## config.mk

```make
export PLATFORM = sky130hd
export DESIGN_NAME = div_ctrl_flat
export DESIGN_NICKNAME = d
export VERILOG_FILES = /design/src/rtl/div_ctrl_if.sv /design/src/rtl/div_ctrl.sv /design/src/flat_wrapper.sv
export SDC_FILE = /design/constraint.sdc
export NUM_CORES = 1
export LEC_CHECK = 0
export CORE_UTILIZATION = 40
export CTS_CLUSTER_SIZE = 24
export DETAILED_ROUTE_END_ITERATION = 6
export GPL_ROUTABILITY_DRIVEN = 1
export GPL_TIMING_DRIVEN = 0
export PLACE_DENSITY = 0.65
export SLEW_MARGIN = 20
export SYNTH_ARGS = -nofsm -noshare
export SYNTH_HDL_FRONTEND = slang
export SYNTH_SLANG_ARGS = --single-unit
export TNS_END_PERCENT = 20
```

## constraint.sdc

```tcl
create_clock -name clk -period 16.8 [get_ports clk]
set_clock_uncertainty 0.1 [all_clocks]
set_input_delay 3.36 -clock clk [delete_from_list [all_inputs] [get_ports clk]]
set_output_delay 3.36 -clock clk [all_outputs]
set_load 0.02 [all_outputs]
```

## src/rtl/div_ctrl_if.sv

```systemverilog
// ---------------------------------------------------------------------------
// div_ctrl_if
// Bundles every signal between the execute stage, the divide controller and
// the shared iterative divider. clk/rst are not part of the bundle.
//
// Request side (execute stage -> controller):
//   req_valid, req_divsel[2:0], req_a[XLEN], req_b[XLEN], req_tag[TAG_W], flush
// Request side (controller -> execute stage):
//   req_ready, stall
// Response side (controller -> execute stage):
//   resp_valid, resp_data[XLEN], resp_tag[TAG_W]
// Divider side (controller -> divider):
//   div_divsel[2:0], div_a[XLEN], div_b[XLEN]
// Divider side (divider -> controller):
//   div_ready, div_res[XLEN]
//
// Modports:
//   slave  - the controller's view
//   master - the surrounding pipeline and divider's view
// ---------------------------------------------------------------------------
interface div_ctrl_if #(
  parameter int TAG_W = 5,
  parameter int XLEN  = 32
);

  logic             req_valid;
  logic [2:0]       req_divsel;
  logic [XLEN-1:0]  req_a;
  logic [XLEN-1:0]  req_b;
  logic [TAG_W-1:0] req_tag;
  logic             req_ready;
  logic             flush;
  logic             stall;
  logic             resp_valid;
  logic [XLEN-1:0]  resp_data;
  logic [TAG_W-1:0] resp_tag;
  logic [2:0]       div_divsel;
  logic [XLEN-1:0]  div_a;
  logic [XLEN-1:0]  div_b;
  logic             div_ready;
  logic [XLEN-1:0]  div_res;

  modport slave (
    input  req_valid, req_divsel, req_a, req_b, req_tag, flush,
    input  div_ready, div_res,
    output req_ready, stall, resp_valid, resp_data, resp_tag,
    output div_divsel, div_a, div_b
  );

  modport master (
    output req_valid, req_divsel, req_a, req_b, req_tag, flush,
    output div_ready, div_res,
    input  req_ready, stall, resp_valid, resp_data, resp_tag,
    input  div_divsel, div_a, div_b
  );

endinterface

```

## src/rtl/div_ctrl.sv

```systemverilog
// ---------------------------------------------------------------------------
// div_ctrl
// Sequences one M-extension divide request at a time between the execute
// stage and the shared iterative divider. Division by zero, signed overflow
// and a repeat of the last completed divider operation are answered on a
// fast path without starting the divider. While the divider runs, the
// pipeline is stalled; after a divider result the controller drains for two
// cycles with div_divsel=000 so the divider's ready window is cleared.
//
// Ports:
//   clk    - system clock
//   rst    - asynchronous active-high reset
//   io_bus - div_ctrl_if.slave; request/response handshake to the execute
//            stage, flush, stall, and the divider operand/select/result lines
//
// divsel encoding: 001 div, 010 divu, 011 rem, 100 remu; other codes are
// dropped without a response.
// ---------------------------------------------------------------------------
module div_ctrl #(
  parameter int TAG_W = 5,
  parameter int XLEN  = 32
) (
  input  logic         clk,
  input  logic         rst,
  div_ctrl_if.slave    io_bus
);

  localparam logic [2:0] SEL_NONE = 3'b000;
  localparam logic [2:0] SEL_DIV  = 3'b001;
  localparam logic [2:0] SEL_DIVU = 3'b010;
  localparam logic [2:0] SEL_REM  = 3'b011;
  localparam logic [2:0] SEL_REMU = 3'b100;

  localparam logic [XLEN-1:0] MOST_NEG = {1'b1, {(XLEN-1){1'b0}}};
  localparam logic [XLEN-1:0] ALL_ONES = {XLEN{1'b1}};

  typedef enum logic [1:0] {
    IDLE,
    RUN,
    RESP,
    DRAIN
  } state_t;

  state_t           r_state;
  state_t           w_nextState;

  // Request captured at accept
  logic [2:0]       r_divsel;
  logic [XLEN-1:0]  r_a;
  logic [XLEN-1:0]  r_b;
  logic [TAG_W-1:0] r_tag;
  logic [XLEN-1:0]  r_result;
  logic             r_fromSlow;
  logic             r_drainCnt;

  // Last completed divider operation
  logic             r_cacheValid;
  logic [2:0]       r_cacheDivsel;
  logic [XLEN-1:0]  r_cacheA;
  logic [XLEN-1:0]  r_cacheB;
  logic [XLEN-1:0]  r_cacheRes;

  logic             w_validSel;
  logic             w_accept;
  logic             w_isSigned;
  logic             w_isRemOp;
  logic             w_bZero;
  logic             w_overflow;
  logic             w_cacheHit;
  logic             w_fastPath;
  logic [XLEN-1:0]  w_fastRes;
  logic             w_divDone;

  // Request decode and fast-path evaluation. Everything here looks at the
  // live request so the fast-path decision and its result are ready in the
  // accept cycle. The accept is gated by rst so that every output, stall
  // included, reads 0 while reset is held.
  always_comb begin
    w_validSel = (io_bus.req_divsel >= SEL_DIV) && (io_bus.req_divsel <= SEL_REMU);
    w_accept   = !rst && io_bus.req_valid && (r_state == IDLE) && w_validSel && !io_bus.flush;
    w_isSigned = (io_bus.req_divsel == SEL_DIV) || (io_bus.req_divsel == SEL_REM);
    w_isRemOp  = (io_bus.req_divsel == SEL_REM) || (io_bus.req_divsel == SEL_REMU);
    w_bZero    = (io_bus.req_b == '0);
    w_overflow = w_isSigned && (io_bus.req_a == MOST_NEG) && (io_bus.req_b == ALL_ONES);
    w_cacheHit = r_cacheValid && (io_bus.req_divsel == r_cacheDivsel) &&
                 (io_bus.req_a == r_cacheA) && (io_bus.req_b == r_cacheB);
    w_fastPath = w_bZero || w_overflow || w_cacheHit;
    // Zero divisor and overflow take priority; in those cases a cached
    // entry would hold the same answer anyway since results are exact.
    w_fastRes  = r_cacheRes;
    if (w_bZero) begin
      w_fastRes = w_isRemOp ? io_bus.req_a : ALL_ONES;
    end else if (w_overflow) begin
      w_fastRes = w_isRemOp ? '0 : MOST_NEG;
    end
    w_divDone  = (r_state == RUN) && io_bus.div_ready && !io_bus.flush;
  end

  // State register
  always_ff @(posedge clk or posedge rst) begin
    if (rst) begin
      r_state <= IDLE;
    end else begin
      r_state <= w_nextState;
    end
  end

  // Next-state logic. A flush in RUN abandons the divide and goes straight
  // to DRAIN so the divider sees divsel=000 and forgets the operation.
  always_comb begin
    w_nextState = r_state;
    case (r_state)
      IDLE: begin
        if (w_accept) begin
          w_nextState = w_fastPath ? RESP : RUN;
        end
      end
      RUN: begin
        if (io_bus.flush) begin
          w_nextState = DRAIN;
        end else if (io_bus.div_ready) begin
          w_nextState = RESP;
        end
      end
      RESP: begin
        w_nextState = r_fromSlow ? DRAIN : IDLE;
      end
      DRAIN: begin
        if (r_drainCnt) begin
          w_nextState = IDLE;
        end
      end
      default: begin
        w_nextState = IDLE;
      end
    endcase
  end

  // Output logic. The divider only sees the latched request while in RUN
  // and not flushing; everywhere else it sees divsel=000.
  always_comb begin
    io_bus.req_ready  = (r_state == IDLE) && !rst;
    io_bus.stall      = io_bus.req_valid && ((r_state != IDLE) || w_accept) && (r_state != RESP);
    io_bus.resp_valid = 1'b0;
    io_bus.resp_data  = '0;
    io_bus.resp_tag   = '0;
    io_bus.div_divsel = SEL_NONE;
    io_bus.div_a      = '0;
    io_bus.div_b      = '0;
    if ((r_state == RESP) && !io_bus.flush) begin
      io_bus.resp_valid = 1'b1;
      io_bus.resp_data  = r_result;
      io_bus.resp_tag   = r_tag;
    end
    if ((r_state == RUN) && !io_bus.flush) begin
      io_bus.div_divsel = r_divsel;
      io_bus.div_a      = r_a;
      io_bus.div_b      = r_b;
    end
  end

  // Two-cycle drain counter: 0 on the first DRAIN cycle, 1 on the second.
  always_ff @(posedge clk or posedge rst) begin
    if (rst) begin
      r_drainCnt <= 1'b0;
    end else begin
      r_drainCnt <= (r_state == DRAIN);
    end
  end

  // Request capture and result register. A fast-path result is loaded at
  // accept; a divider result is loaded on the first ready cycle in RUN,
  // which is also when the cache learns the operation.
  always_ff @(posedge clk or posedge rst) begin
    if (rst) begin
      r_divsel   <= SEL_NONE;
      r_a        <= '0;
      r_b        <= '0;
      r_tag      <= '0;
      r_result   <= '0;
      r_fromSlow <= 1'b0;
    end else if (w_accept) begin
      r_divsel   <= io_bus.req_divsel;
      r_a        <= io_bus.req_a;
      r_b        <= io_bus.req_b;
      r_tag      <= io_bus.req_tag;
      r_fromSlow <= !w_fastPath;
      if (w_fastPath) begin
        r_result <= w_fastRes;
      end
    end else if (w_divDone) begin
      r_result <= io_bus.div_res;
    end
  end

  // Single-entry result cache; only reset invalidates it.
  always_ff @(posedge clk or posedge rst) begin
    if (rst) begin
      r_cacheValid  <= 1'b0;
      r_cacheDivsel <= SEL_NONE;
      r_cacheA      <= '0;
      r_cacheB      <= '0;
      r_cacheRes    <= '0;
    end else if (w_divDone) begin
      r_cacheValid  <= 1'b1;
      r_cacheDivsel <= r_divsel;
      r_cacheA      <= r_a;
      r_cacheB      <= r_b;
      r_cacheRes    <= io_bus.div_res;
    end
  end

endmodule

```

## src/flat_wrapper.sv

```systemverilog
// flat-port wrapper written by rule: the top's interface ports become plain ports
module div_ctrl_flat 
#(
  parameter int TAG_W = 5,
  parameter int XLEN  = 32
)
  (clk, rst, io_bus_req_valid, io_bus_req_divsel, io_bus_req_a, io_bus_req_b, io_bus_req_tag, io_bus_flush, io_bus_div_ready, io_bus_div_res, io_bus_req_ready, io_bus_stall, io_bus_resp_valid, io_bus_resp_data, io_bus_resp_tag, io_bus_div_divsel, io_bus_div_a, io_bus_div_b);
  div_ctrl_if #(.TAG_W(TAG_W), .XLEN(XLEN)) io_bus_i ();
  input  logic clk;
  input  logic rst;
  input wire logic [$bits(io_bus_i.req_valid)-1:0] io_bus_req_valid;
  input wire logic [$bits(io_bus_i.req_divsel)-1:0] io_bus_req_divsel;
  input wire logic [$bits(io_bus_i.req_a)-1:0] io_bus_req_a;
  input wire logic [$bits(io_bus_i.req_b)-1:0] io_bus_req_b;
  input wire logic [$bits(io_bus_i.req_tag)-1:0] io_bus_req_tag;
  input wire logic [$bits(io_bus_i.flush)-1:0] io_bus_flush;
  input wire logic [$bits(io_bus_i.div_ready)-1:0] io_bus_div_ready;
  input wire logic [$bits(io_bus_i.div_res)-1:0] io_bus_div_res;
  output wire logic [$bits(io_bus_i.req_ready)-1:0] io_bus_req_ready;
  output wire logic [$bits(io_bus_i.stall)-1:0] io_bus_stall;
  output wire logic [$bits(io_bus_i.resp_valid)-1:0] io_bus_resp_valid;
  output wire logic [$bits(io_bus_i.resp_data)-1:0] io_bus_resp_data;
  output wire logic [$bits(io_bus_i.resp_tag)-1:0] io_bus_resp_tag;
  output wire logic [$bits(io_bus_i.div_divsel)-1:0] io_bus_div_divsel;
  output wire logic [$bits(io_bus_i.div_a)-1:0] io_bus_div_a;
  output wire logic [$bits(io_bus_i.div_b)-1:0] io_bus_div_b;
  assign io_bus_i.req_valid = io_bus_req_valid;
  assign io_bus_i.req_divsel = io_bus_req_divsel;
  assign io_bus_i.req_a = io_bus_req_a;
  assign io_bus_i.req_b = io_bus_req_b;
  assign io_bus_i.req_tag = io_bus_req_tag;
  assign io_bus_i.flush = io_bus_flush;
  assign io_bus_i.div_ready = io_bus_div_ready;
  assign io_bus_i.div_res = io_bus_div_res;
  assign io_bus_req_ready = io_bus_i.req_ready;
  assign io_bus_stall = io_bus_i.stall;
  assign io_bus_resp_valid = io_bus_i.resp_valid;
  assign io_bus_resp_data = io_bus_i.resp_data;
  assign io_bus_resp_tag = io_bus_i.resp_tag;
  assign io_bus_div_divsel = io_bus_i.div_divsel;
  assign io_bus_div_a = io_bus_i.div_a;
  assign io_bus_div_b = io_bus_i.div_b;
  div_ctrl #(.TAG_W(TAG_W), .XLEN(XLEN)) u_core (.clk(clk), .rst(rst), .io_bus(io_bus_i));
endmodule
```

==> impl_results.md <==
* Hold Crit Class: reg -> reg
* Reg2Reg Depth at 8
* R2R setup slack at about 13 ns
* Via count of the routed design at approximately 9,600
* Setup ws final at 6.779 ns
* Top Layer Used: met4
* Storage element area at between 5000 and 6000 um2
* # diodes at 0
* Power Density at about 140 nW/um2
* Final Hold Viols at 0
* CP endpoint kind: output pin
* RSZ-0062 raised after global routing: no
* DR WL met2 at around 16 mm
* Status: finished, final reports clean
* Routed Antenna Nets at 0
* Clock sink total at 208
* Row cnt at 58
* Layout cell share with drive strength beyond 1 at approximately 3.8%
* Skew-Pair Late Insertion Delay at about 0.51 ns
* Post-synth ARST share at 100.0%
* Slew at the pin closest to its max-slew limit at 0.8693 ns
* WL met3 at roughly 2.4 mm
* Max Fanout on Critical Path at 10
* WL/cell at 19.35 um
* Number of max-cap violations at 0
* Ports at around 220
* Clk pin slew, worst setup/hold paths at 0.06 ns
* Critical path startpoint: io_bus_req_divsel[0]
* Post-Syn Instances at between 1,000 and 1,500
* Largest net degree at the start of global routing at 80
* Synthesis-to-layout area growth at 32.96%
* Post-Syn Area at between 10,000 and 15,000 um2
* Die area at 26,110 um2
* Placed cells at about 1,700
* CTS resizes at 0
* Post-Layout Cell Count at 1,789
* Remaining global-route overflow at 0
* Post-CTS setup repair buffer count at 0
* Crit path to: io_bus_stall
* Initial DRC Count at ~760
* Starting density of the core at roughly two fifths
* Reg2reg end: u_core.r_cacheB[27]$_DFFE_PP0P_
* Vias in the first global route at roughly 9,400
* Nets@finish at 1,552
* Filler cells at roughly 2,400
* Most common cell after layout, fill and taps aside: nand2_1
* Wl on met1 at 15.32 mm
* Power Total at between 1.5 and 2 mW
* Static Leak at around 6.7 nW
* Setup_tns at 0 ns
* First-pass GRT wire length at around 53 mm
* H-tree depth at 1
* Multi-input combinational cell area at 4616 um2
* Chip height at approximately 160 um
* Die W at between 150 and 200 um
* DP Wirelength at 25.74 mm
* Synthesized area per cell at approximately 8.5 um2
* Drt first pass iters at 5
* Number of buffers created by CTS at 22
* Max VDD drop at between 0.06 and 0.07 mV
* Slew margin rel. at 42.05%
* Initial antenna violation count at 0
* Worst Path Class, Setup: in -> out
* Core ar. at ~25,000 um2
* Most frequent cells in the layout: nand2_1, clkdlybuf4s50_1, dfrtp_1
* Via density at 5.342
* Setup crit start kind: input port
* Final wirelength at approximately 35 mm
* Ys flop type: dfrtp_1
* Synth unique cells at 43
* Warnings from Yosys at 0
* Hold-fix buffers at CTS at 0
* Global placement routability congestion at between 0.9 and 1
* Final setup violation count at 0
* Sequential-to-total area share from yosys stat at 51.10%
* Reg2reg start: u_core.r_state[1]$_DFFE_PP0P_
* Final Max Slew Viols at 0
* #FFs+latches synth at approximately 210
* Remaining DRCs at 0
* Total GRT Usage at between 20% and 30%
* Synth Net Count at around 1,300
* CTS tree: done
* Fmax at around 100 MHz
* Clock tree buffer depth at 3
* CTS Root Cell: clkbuf_16
* Worst Path Arrival at between 6 and 7 ns
* Fin crit share at between 50% and 60%
* Data required, critical path at approximately 13 ns
* I/O Buffers at roughly 220
* Min Clock Period, post-route at between 10 and 15 ns
* DP Worst Slack at a little under 7 ns
* Post-synth EDFFs at 0
## stage by stage
stage	hold slack [ns]	instance area [um2]	utilization, %
floorplan	0.3343	10190	-
global placement	0.3504	12750	50.78
detailed placement	0.3552	12810	51.03
CTS	0.3690	13540	53.94
global route	0.3826	13540	53.94
finish	0.3652	13540	53.94
## how the worst min path moves through the flow
stage	start	end	cells past startpoint
2_1_floorplan	u_core.r_cacheValid$_DFFE_PP0P_	u_core.r_cacheValid$_DFFE_PP0P_	1
3_3_place_gp	u_core.r_result[2]$_DFFE_PP0P_	u_core.r_result[2]$_DFFE_PP0P_	1
3_5_place_dp	u_core.r_cacheValid$_DFFE_PP0P_	u_core.r_cacheValid$_DFFE_PP0P_	1
4_1_cts	u_core.r_cacheValid$_DFFE_PP0P_	u_core.r_cacheValid$_DFFE_PP0P_	1
5_1_grt	u_core.r_result[10]$_DFFE_PP0P_	u_core.r_result[10]$_DFFE_PP0P_	1
6_report	u_core.r_result[6]$_DFFE_PP0P_	u_core.r_result[6]$_DFFE_PP0P_	1
## synth_stat cells (3+ instances only)
cell type  count  share of area [%]
a21o_1        32                2.4
dfrtp_1      208                 51
xnor2_1       44                3.8
a2111oi_0      3               0.26
nor2_1         6               0.22
buf_6          4               0.44
a32oi_1       31                2.7
nand3_1       36                1.8
or3_1          3               0.18
inv_1          7               0.26
and3_1        70                4.3
clkbuf_1      66                2.4
o21ai_0       37                1.8
nor4_1        22                1.4
nand2_1      510                 19
and2_1        39                2.4
buf_2          7               0.34
nor3_1         3               0.15
nor2b_1        9               0.55
xor2_1        12                1.0
nand2b_1       7               0.43
nand4_1       19                1.2
buf_1          3               0.11
## final cells by class
cell class / instances / share of cell area [%]
tap: 330 / 3.049
buffer: 80 / 2.504
multi-input combinational: 907 / 34.08
timing repair buffer: 217 / 16.30
clock buffer: 34 / 5.146
sequential: 208 / 38.43
clock inverter: 6 / 0.2402
inverter: 7 / 0.2494
## routing by layer
layer / vias up / track usage, %
met5: - / 0
met4: 0 / 11.23
met3: 68 / 4.160
met2: 374 / 41.48
met1: 4639 / 36.39
li1: 4476 / -
## worst max-delay path, cell delays in order
cell and delay [ns]:
clkdlybuf4s50_1 0.55, nor2_1 0.26, xnor2_1 0.17, and3_1 0.31, clkbuf_1 0.68, clkbuf_1 0.46, o21a_1 0.18, clkdlybuf4s50_1 0.59
## registers in the layout, indices dropped and copies added, names as in the netlist
| name | count |
|---|---|
| u_core.r_fromSlow | 1 |
| u_core.r_cacheDivsel | 3 |
| u_core.r_cacheRes | 32 |
| u_core.r_drainCnt | 1 |
| u_core.r_cacheB | 32 |
| u_core.r_b | 32 |
| u_core.r_cacheA | 32 |
| u_core.r_state | 2 |
| u_core.r_a | 32 |
| u_core.r_result | 32 |
| u_core.r_cacheValid | 1 |
| u_core.r_divsel | 3 |
| u_core.r_tag | 5 |
## logic make-up after synthesis
family / after synthesis / share of synthesized area [%]
xor+xnor: 56 / 4.815
flops: 208 / 51.10
simple gates: 733 / 32.05
compound gates: 118 / 8.451
buf+inv: 87 / 3.587
## report_power, final
group          internal, mW  switching [mW]
registers             0.720           0.151
logic                 0.259           0.344
clock network         0.285           0.203
(Power assumes the default switching activity.)
